File: src/rtl/mips_pkg.sv
// Shared constants and types for the HI/LO multiply/divide unit.
package mips_pkg;

    localparam logic [1:0] MD_MULT  = 2'b00;
    localparam logic [1:0] MD_MULTU = 2'b01;
    localparam logic [1:0] MD_DIV   = 2'b10;
    localparam logic [1:0] MD_DIVU  = 2'b11;

    typedef enum logic [1:0] {
        IDLE = 2'd0,
        CALC = 2'd1,
        FIX  = 2'd2
    } md_state_t;

endpackage

File: src/rtl/muldiv_core.sv
// Unsigned radix-2 engine: shift-add multiply or restoring divide, one bit per step.
module muldiv_core #(
    parameter int unsigned WIDTH = 32,
    parameter int unsigned CNT_W = 6
) (
    input  logic                 clk,
    input  logic                 rst_n,
    input  logic                 load,
    input  logic                 step,
    input  logic                 is_div,
    input  logic [WIDTH-1:0]     opa,
    input  logic [WIDTH-1:0]     opb,
    output logic                 last_c,
    output logic [2*WIDTH-1:0]   prod,
    output logic [WIDTH-1:0]     quot,
    output logic [WIDTH-1:0]     rem
);

    logic [2*WIDTH-1:0] acc;
    logic [WIDTH-1:0]   shreg;
    logic [WIDTH-1:0]   opb_q;
    logic [CNT_W-1:0]   cnt;
    logic               div_q;

    logic [WIDTH:0]     sum_c;
    logic [WIDTH:0]     rsh_c;
    logic [WIDTH:0]     diff_c;

    // Multiply adds into the upper half then shifts right; divide shifts the
    // next dividend bit into the partial remainder and trial-subtracts.
    always_comb begin
        sum_c  = {1'b0, acc[2*WIDTH-1:WIDTH]} + {1'b0, (shreg[0] ? opb_q : '0)};
        rsh_c  = {acc[WIDTH-1:0], shreg[WIDTH-1]};
        diff_c = rsh_c - {1'b0, opb_q};
    end

    always_ff @(posedge clk or negedge rst_n) begin
        if (!rst_n) begin
            acc   <= '0;
            shreg <= '0;
            opb_q <= '0;
            cnt   <= '0;
            div_q <= 1'b0;
        end else if (load) begin
            acc   <= '0;
            shreg <= opa;
            opb_q <= opb;
            cnt   <= '0;
            div_q <= is_div;
        end else if (step) begin
            cnt <= cnt + 1'b1;
            if (div_q) begin
                acc[WIDTH-1:0] <= diff_c[WIDTH] ? rsh_c[WIDTH-1:0] : diff_c[WIDTH-1:0];
                shreg          <= {shreg[WIDTH-2:0], ~diff_c[WIDTH]};
            end else begin
                acc   <= {sum_c, acc[WIDTH-1:1]};
                shreg <= shreg >> 1;
            end
        end
    end

    assign last_c = (cnt == CNT_W'(WIDTH - 1));
    assign prod   = acc;
    assign quot   = shreg;
    assign rem    = acc[WIDTH-1:0];

endmodule

File: src/rtl/hilo_muldiv.sv
// MIPS HI/LO multiply/divide unit: control FSM, sign handling, HI/LO and MTHI/MTLO.
module hilo_muldiv
    import mips_pkg::*;
#(
    parameter int unsigned WIDTH = 32,
    parameter int unsigned CNT_W = 6
) (
    input  logic             clk,
    input  logic             rst_n,
    input  logic             start,
    input  logic [1:0]       op,
    input  logic [WIDTH-1:0] a,
    input  logic [WIDTH-1:0] b,
    input  logic             mthi,
    input  logic             mtlo,
    input  logic [WIDTH-1:0] wdata,
    input  logic             abort,
    output logic             busy,
    output logic             done,
    output logic [WIDTH-1:0] hi,
    output logic [WIDTH-1:0] lo
);

    md_state_t          state;
    logic               div_q, sign_a_q, sign_b_q, b_zero_q;

    logic               is_div_c, is_sgn_c, launch_c, last_c;
    logic [WIDTH-1:0]   a_mag_c, b_mag_c;
    logic [2*WIDTH-1:0] prod, prod_fix_c;
    logic [WIDTH-1:0]   quot, rem, quot_fix_c, rem_fix_c, hi_res_c, lo_res_c;

    always_comb begin
        is_div_c = (op == MD_DIV) || (op == MD_DIVU);
        is_sgn_c = (op == MD_MULT) || (op == MD_DIV);
        a_mag_c  = (is_sgn_c && a[WIDTH-1]) ? -a : a;
        b_mag_c  = (is_sgn_c && b[WIDTH-1]) ? -b : b;
        launch_c = (state == IDLE) && start && !abort;
    end

    muldiv_core #(.WIDTH(WIDTH), .CNT_W(CNT_W)) u_core (
        .clk    (clk),
        .rst_n  (rst_n),
        .load   (launch_c),
        .step   (state == CALC),
        .is_div (is_div_c),
        .opa    (a_mag_c),
        .opb    (b_mag_c),
        .last_c (last_c),
        .prod   (prod),
        .quot   (quot),
        .rem    (rem)
    );

    // Divide by zero leaves the remainder equal to a; the quotient is forced to all ones.
    always_comb begin
        prod_fix_c = (sign_a_q ^ sign_b_q) ? -prod : prod;
        quot_fix_c = (sign_a_q ^ sign_b_q) ? -quot : quot;
        rem_fix_c  = sign_a_q ? -rem : rem;
        hi_res_c   = div_q ? rem_fix_c : prod_fix_c[2*WIDTH-1:WIDTH];
        lo_res_c   = div_q ? (b_zero_q ? '1 : quot_fix_c) : prod_fix_c[WIDTH-1:0];
    end

    always_ff @(posedge clk or negedge rst_n) begin
        if (!rst_n) begin
            state    <= IDLE;
            busy     <= 1'b0;
            done     <= 1'b0;
            hi       <= '0;
            lo       <= '0;
            div_q    <= 1'b0;
            sign_a_q <= 1'b0;
            sign_b_q <= 1'b0;
            b_zero_q <= 1'b0;
        end else begin
            done <= 1'b0;
            case (state)
                IDLE: begin
                    if (launch_c) begin
                        state    <= CALC;
                        busy     <= 1'b1;
                        div_q    <= is_div_c;
                        sign_a_q <= is_sgn_c & a[WIDTH-1];
                        sign_b_q <= is_sgn_c & b[WIDTH-1];
                        b_zero_q <= (b == '0);
                    end else begin
                        if (mthi) hi <= wdata;
                        if (mtlo) lo <= wdata;
                    end
                end
                CALC: begin
                    if (abort) begin
                        state <= IDLE;
                        busy  <= 1'b0;
                    end else if (last_c) begin
                        state <= FIX;
                    end
                end
                FIX: begin
                    state <= IDLE;
                    busy  <= 1'b0;
                    if (!abort) begin
                        hi   <= hi_res_c;
                        lo   <= lo_res_c;
                        done <= 1'b1;
                    end
                end
                default: begin
                    state <= IDLE;
                    busy  <= 1'b0;
                end
            endcase
        end
    end

endmodule

File: config.mk
export PLATFORM = sky130hd
export DESIGN_NAME = hilo_muldiv
export DESIGN_NICKNAME = d
export VERILOG_FILES = /design/src/rtl/mips_pkg.sv /design/src/rtl/muldiv_core.sv /design/src/rtl/hilo_muldiv.sv
export SDC_FILE = /design/constraint.sdc
export NUM_CORES = 1
export LEC_CHECK = 0
export CAP_MARGIN = 20
export CORE_MARGIN = 4
export CORE_UTILIZATION = 28
export CTS_CLUSTER_DIAMETER = 50
export DETAILED_ROUTE_END_ITERATION = 6
export GPL_TIMING_DRIVEN = 0
export HOLD_SLACK_MARGIN = 0.15
export PLACE_DENSITY_LB_ADDON = 0.08
export SLEW_MARGIN = 20
export SYNTH_ARGS = -nofsm -noshare
export SYNTH_HDL_FRONTEND = slang
export SYNTH_SLANG_ARGS = --single-unit
File: constraint.sdc
create_clock -name clk -period 10.55 [get_ports clk]
set_input_delay 2.11 -clock clk [delete_from_list [all_inputs] [get_ports clk]]
set_output_delay 2.11 -clock clk [all_outputs]
set_load 0.05 [all_outputs]
==> impl_metrics.yaml <==
floorplanning:
  dieHeight_um: 252
  die_w_um: 252
  dieArea_mm2: 0.0637
  io_pins: 170
  core_mm2: 0.0590
  rows: 89
  initial_utilization_pct: 28.3
sta:
  fin_skew_ns: 0.0235
  fin_setup_tns_ns: 0
  fin_crit_ns: 5.32
  holdWs_ns: 0.469
  slew_violations: 0
  max_freq_mhz: 188
  fin_crit_sh_pct: 50.5
  worst_slew_pin_slew_ns: 0.818
  finalHoldViolations: 0
  setup-violations-final: 0
  rsz0062_at_grt: "no"
  slew_headroom_pct: 45.1
finish:
  stdcell_count: 3103
  diodes: 0
  layout.area.seq_mm2: 0.00518
  post-route-cell-area_mm2: 0.0208
  drive_gt1_share_pct: 4.38
  final_nets: 2477
  multi_input_area_mm2: 0.0107
  syn2layout_area_growth_pct: 24.3
  mostFrequentLayoutCell: "nand2_1"
  final_cell_mix: "nand2_1, o21ai_0, dfrtp_1, clkdlybuf4s50_1, nor2_1"
  fillers: 6229
placed_design:
  place_congestion: 0.928
  place_area_mm2: 0.0194
  io_buffers: 169
  dp.final_hpwl_um: 59800
  dp.cells: 3036
synthesis:
  async_reset_ff_share_pct: 100
  yosysWarnings: 0
  avgSynthCellArea_um2: 7.99
  synth_area_mm2: 0.0167
  synth_cells: 2092
  synth_edf_count: 0
  syn-num-nets: 2267
  ys_seq_elements: 207
  synth_seq_area_share_pct: 31.0
  synth-main-ff-cell: "dfrtp_1"
  synth_cell_types: 67
cts:
  tritoncts: "yes"
  clk_pin_slew_ns: 0.06
  clock_sinks: 207
  post_cts_resized: 0
  htreeDepth: 2
  cts_buffer_depth: 3
  root_buffer: "clkbuf_16"
  holdBufCountCts: 0
  post_cts_buffers: 0
  cts_buffers: 36
  clk_latency_ns: 0.56
drt:
  via_count: 16800
  via_per_inst: 5.41
  drt_iter0_drc: 1387
  drc_errors: 0
  avgRoutedWirePerCell_um: 23.9
  postRouteAntennaNets: 0
  first_pass_iters: 5
  routed_wl_um: 74200
worst_setup_path:
  r2r-start: "u_core.quot[31]"
  r2r_cells: 14
  rrSetupSlack_ns: 6.22
  cp-start-kind: "input port"
  crit_type: "in -> reg"
  worstPathCellList: "clkdlybuf4s50_1 -> or4_4 -> nor4_1 -> nand2_1 -> nor4_1 -> nand2_1 -> nor4_1 -> nand3b_1 -> o21ai_0 -> xor2_1 -> o21ai_0"
  r2r_end: "u_core.prod[28]"
  crit_slowest_cell: "or4_4"
  arrival_ns: 5.75
  critPathMaxFanout: 4
  cp_top_family: "simple AND/OR/NAND/NOR gates"
  critPathBufInv: 1
  crit_top_cell: "nor4_1"
  slowest_delay_ns: 0.59
  crit_path_end_kind: "flip-flop"
  crit_required_ns: 10.97
  cp-startpoint: "b[4]"
power_and_ir_drop:
  switching_share_pct: 48.4
  peakVddDrop_v: 0.000125
  p_switching_w: 0.00291
  comb_power_share_pct: 56.0
  p_int_w: 0.00311
  leakage_nw: 8.43
  seqPwrFrac_pct: 22.3
  powerDensity_mw_per_mm2: 289
  clockPowerShare_pct: 21.8
run_status:
  status: "completed"
global_route:
  grt_overflow: 0
  antenna_found_initial: 0
  grt_pass1_wl_um: 109000
  grt_max_degree: 87
  grt_pass1_vias: 16600
  grt_usage_pct: 22.6
hold_path:
  worstHoldPathType: "reg -> reg"
  min_delay_worst_endpoint: "hi[16]"
  min-delay-start: "hi[16]"
  hold_path_depth: 2
flow_run:
  cap_violations: 0
## logic make-up (layout without fill, tap and decap cells)
family / after synthesis / count (layout) / share of synthesized area, %
flops: 207 / 207 / 31.0
fa+ha+maj: 71 / 71 / 5.40
simple gates: 646 / 646 / 18.4
mux: 53 / 53 / 3.18
xor+xnor: 237 / 237 / 12.4
compound gates: 662 / 662 / 24.7
buf+inv: 216 / 454 / 4.99
## worst max-delay path by stage
stage / cells after the start / slack [ns] / end
floorplan: 10 / 5.91 / u_core.opb_q[28]
global placement: 1 / -2.39 / u_core.opb_q[4]
detailed placement: 7 / 4.56 / u_core.quot[1]
CTS: 7 / 5.13 / u_core.quot[1]
global route: 11 / 4.94 / u_core.opb_q[28]
finish: 11 / 5.23 / u_core.opb_q[28]
## power groups by stage
stage / Sequential (W) / Combinational (W) / Clock (W)
CTS: 0.00134 / 0.00334 / 0.00134
finish: 0.00134 / 0.00337 / 0.00131
global placement: 0.00135 / 0.00331 / 0
global route: 0.00136 / 0.00366 / 0.00137
detailed placement: 0.00135 / 0.00333 / 0
floorplan: 0.00137 / 0.00218 / 0
## synth_stat cells, drive strengths merged (15+ instances only)
library cell / count / area [µm²]
o31ai: 29 / 218
o21ai: 223 / 1120
xor2: 125 / 1090
nor2: 168 / 633
inv: 62 / 233
a21oi: 136 / 681
a211oi: 16 / 120
mux2i: 52 / 521
nand2: 240 / 903
nor4: 21 / 174
a21o: 23 / 173
a31oi: 49 / 307
or4: 15 / 120
nand2b: 29 / 181
dfrtp: 207 / 5180
xnor2: 112 / 981
o211ai: 51 / 383
ha: 69 / 863
o221ai: 42 / 368
nor3: 26 / 130
nor3b: 15 / 124
nand3: 54 / 270
or3: 28 / 190
clkbuf: 131 / 492
a22oi: 21 / 158
buf: 22 / 101
## worst reg2reg max path: cells and delay by family (launching register included)
kind,cells,cell delay [ns]
adder cells (fa/ha/maj),2,0.67
buffers and inverters,3,1.04
AO/OA/AOI/OAI,6,1.34
XOR/XNOR,1,0.29
AND/OR/NAND/NOR,2,0.42
flip-flops,1,0.49
## through the flow
stage	util, %	setup WS, ns	total power (W)
floorplan	-	5.91	0.00355
global placement	32.8	-2.39	0.00466
detailed placement	32.9	4.56	0.00467
CTS	35.2	5.13	0.00602
global route	35.2	4.94	0.00640
finish	35.2	5.23	0.00602
## sequential cells by signal, indices dropped and copies added (netlist names)
| signal | cells |
|---|---|
| u_core.prod | 64 |
| busy | 1 |
| state | 2 |
| div_q | 1 |
| sign_a_q | 1 |
| u_core.opb_q | 32 |
| lo | 32 |
| u_core.cnt | 6 |
| done | 1 |
| u_core.div_q | 1 |
| hi | 32 |
| u_core.quot | 32 |
| sign_b_q | 1 |
| b_zero_q | 1 |
## per-layer routing
metal,vias up,routed length (µm),share of wire [%],global-route usage [%]
met5,-,0,0,0
met4,0,2470,3.3,7.39
met2,499,33200,45,35.5
met3,114,4000,5.4,3.70
li1,7941,-,-,-
met1,8237,34500,47,31.8
## layout make-up
type                    count  share of cell area [%]
multi-input cells        1669                    51.5
flip-flops and latches    207                    24.9
repair buffers            172                    8.50
clock buffers              47                    5.02
well taps                 773                    4.65
plain buffers             154                    2.89
clock inverters            19                    1.41
inverters                  62                    1.12
(Power assumes the default switching activity.)
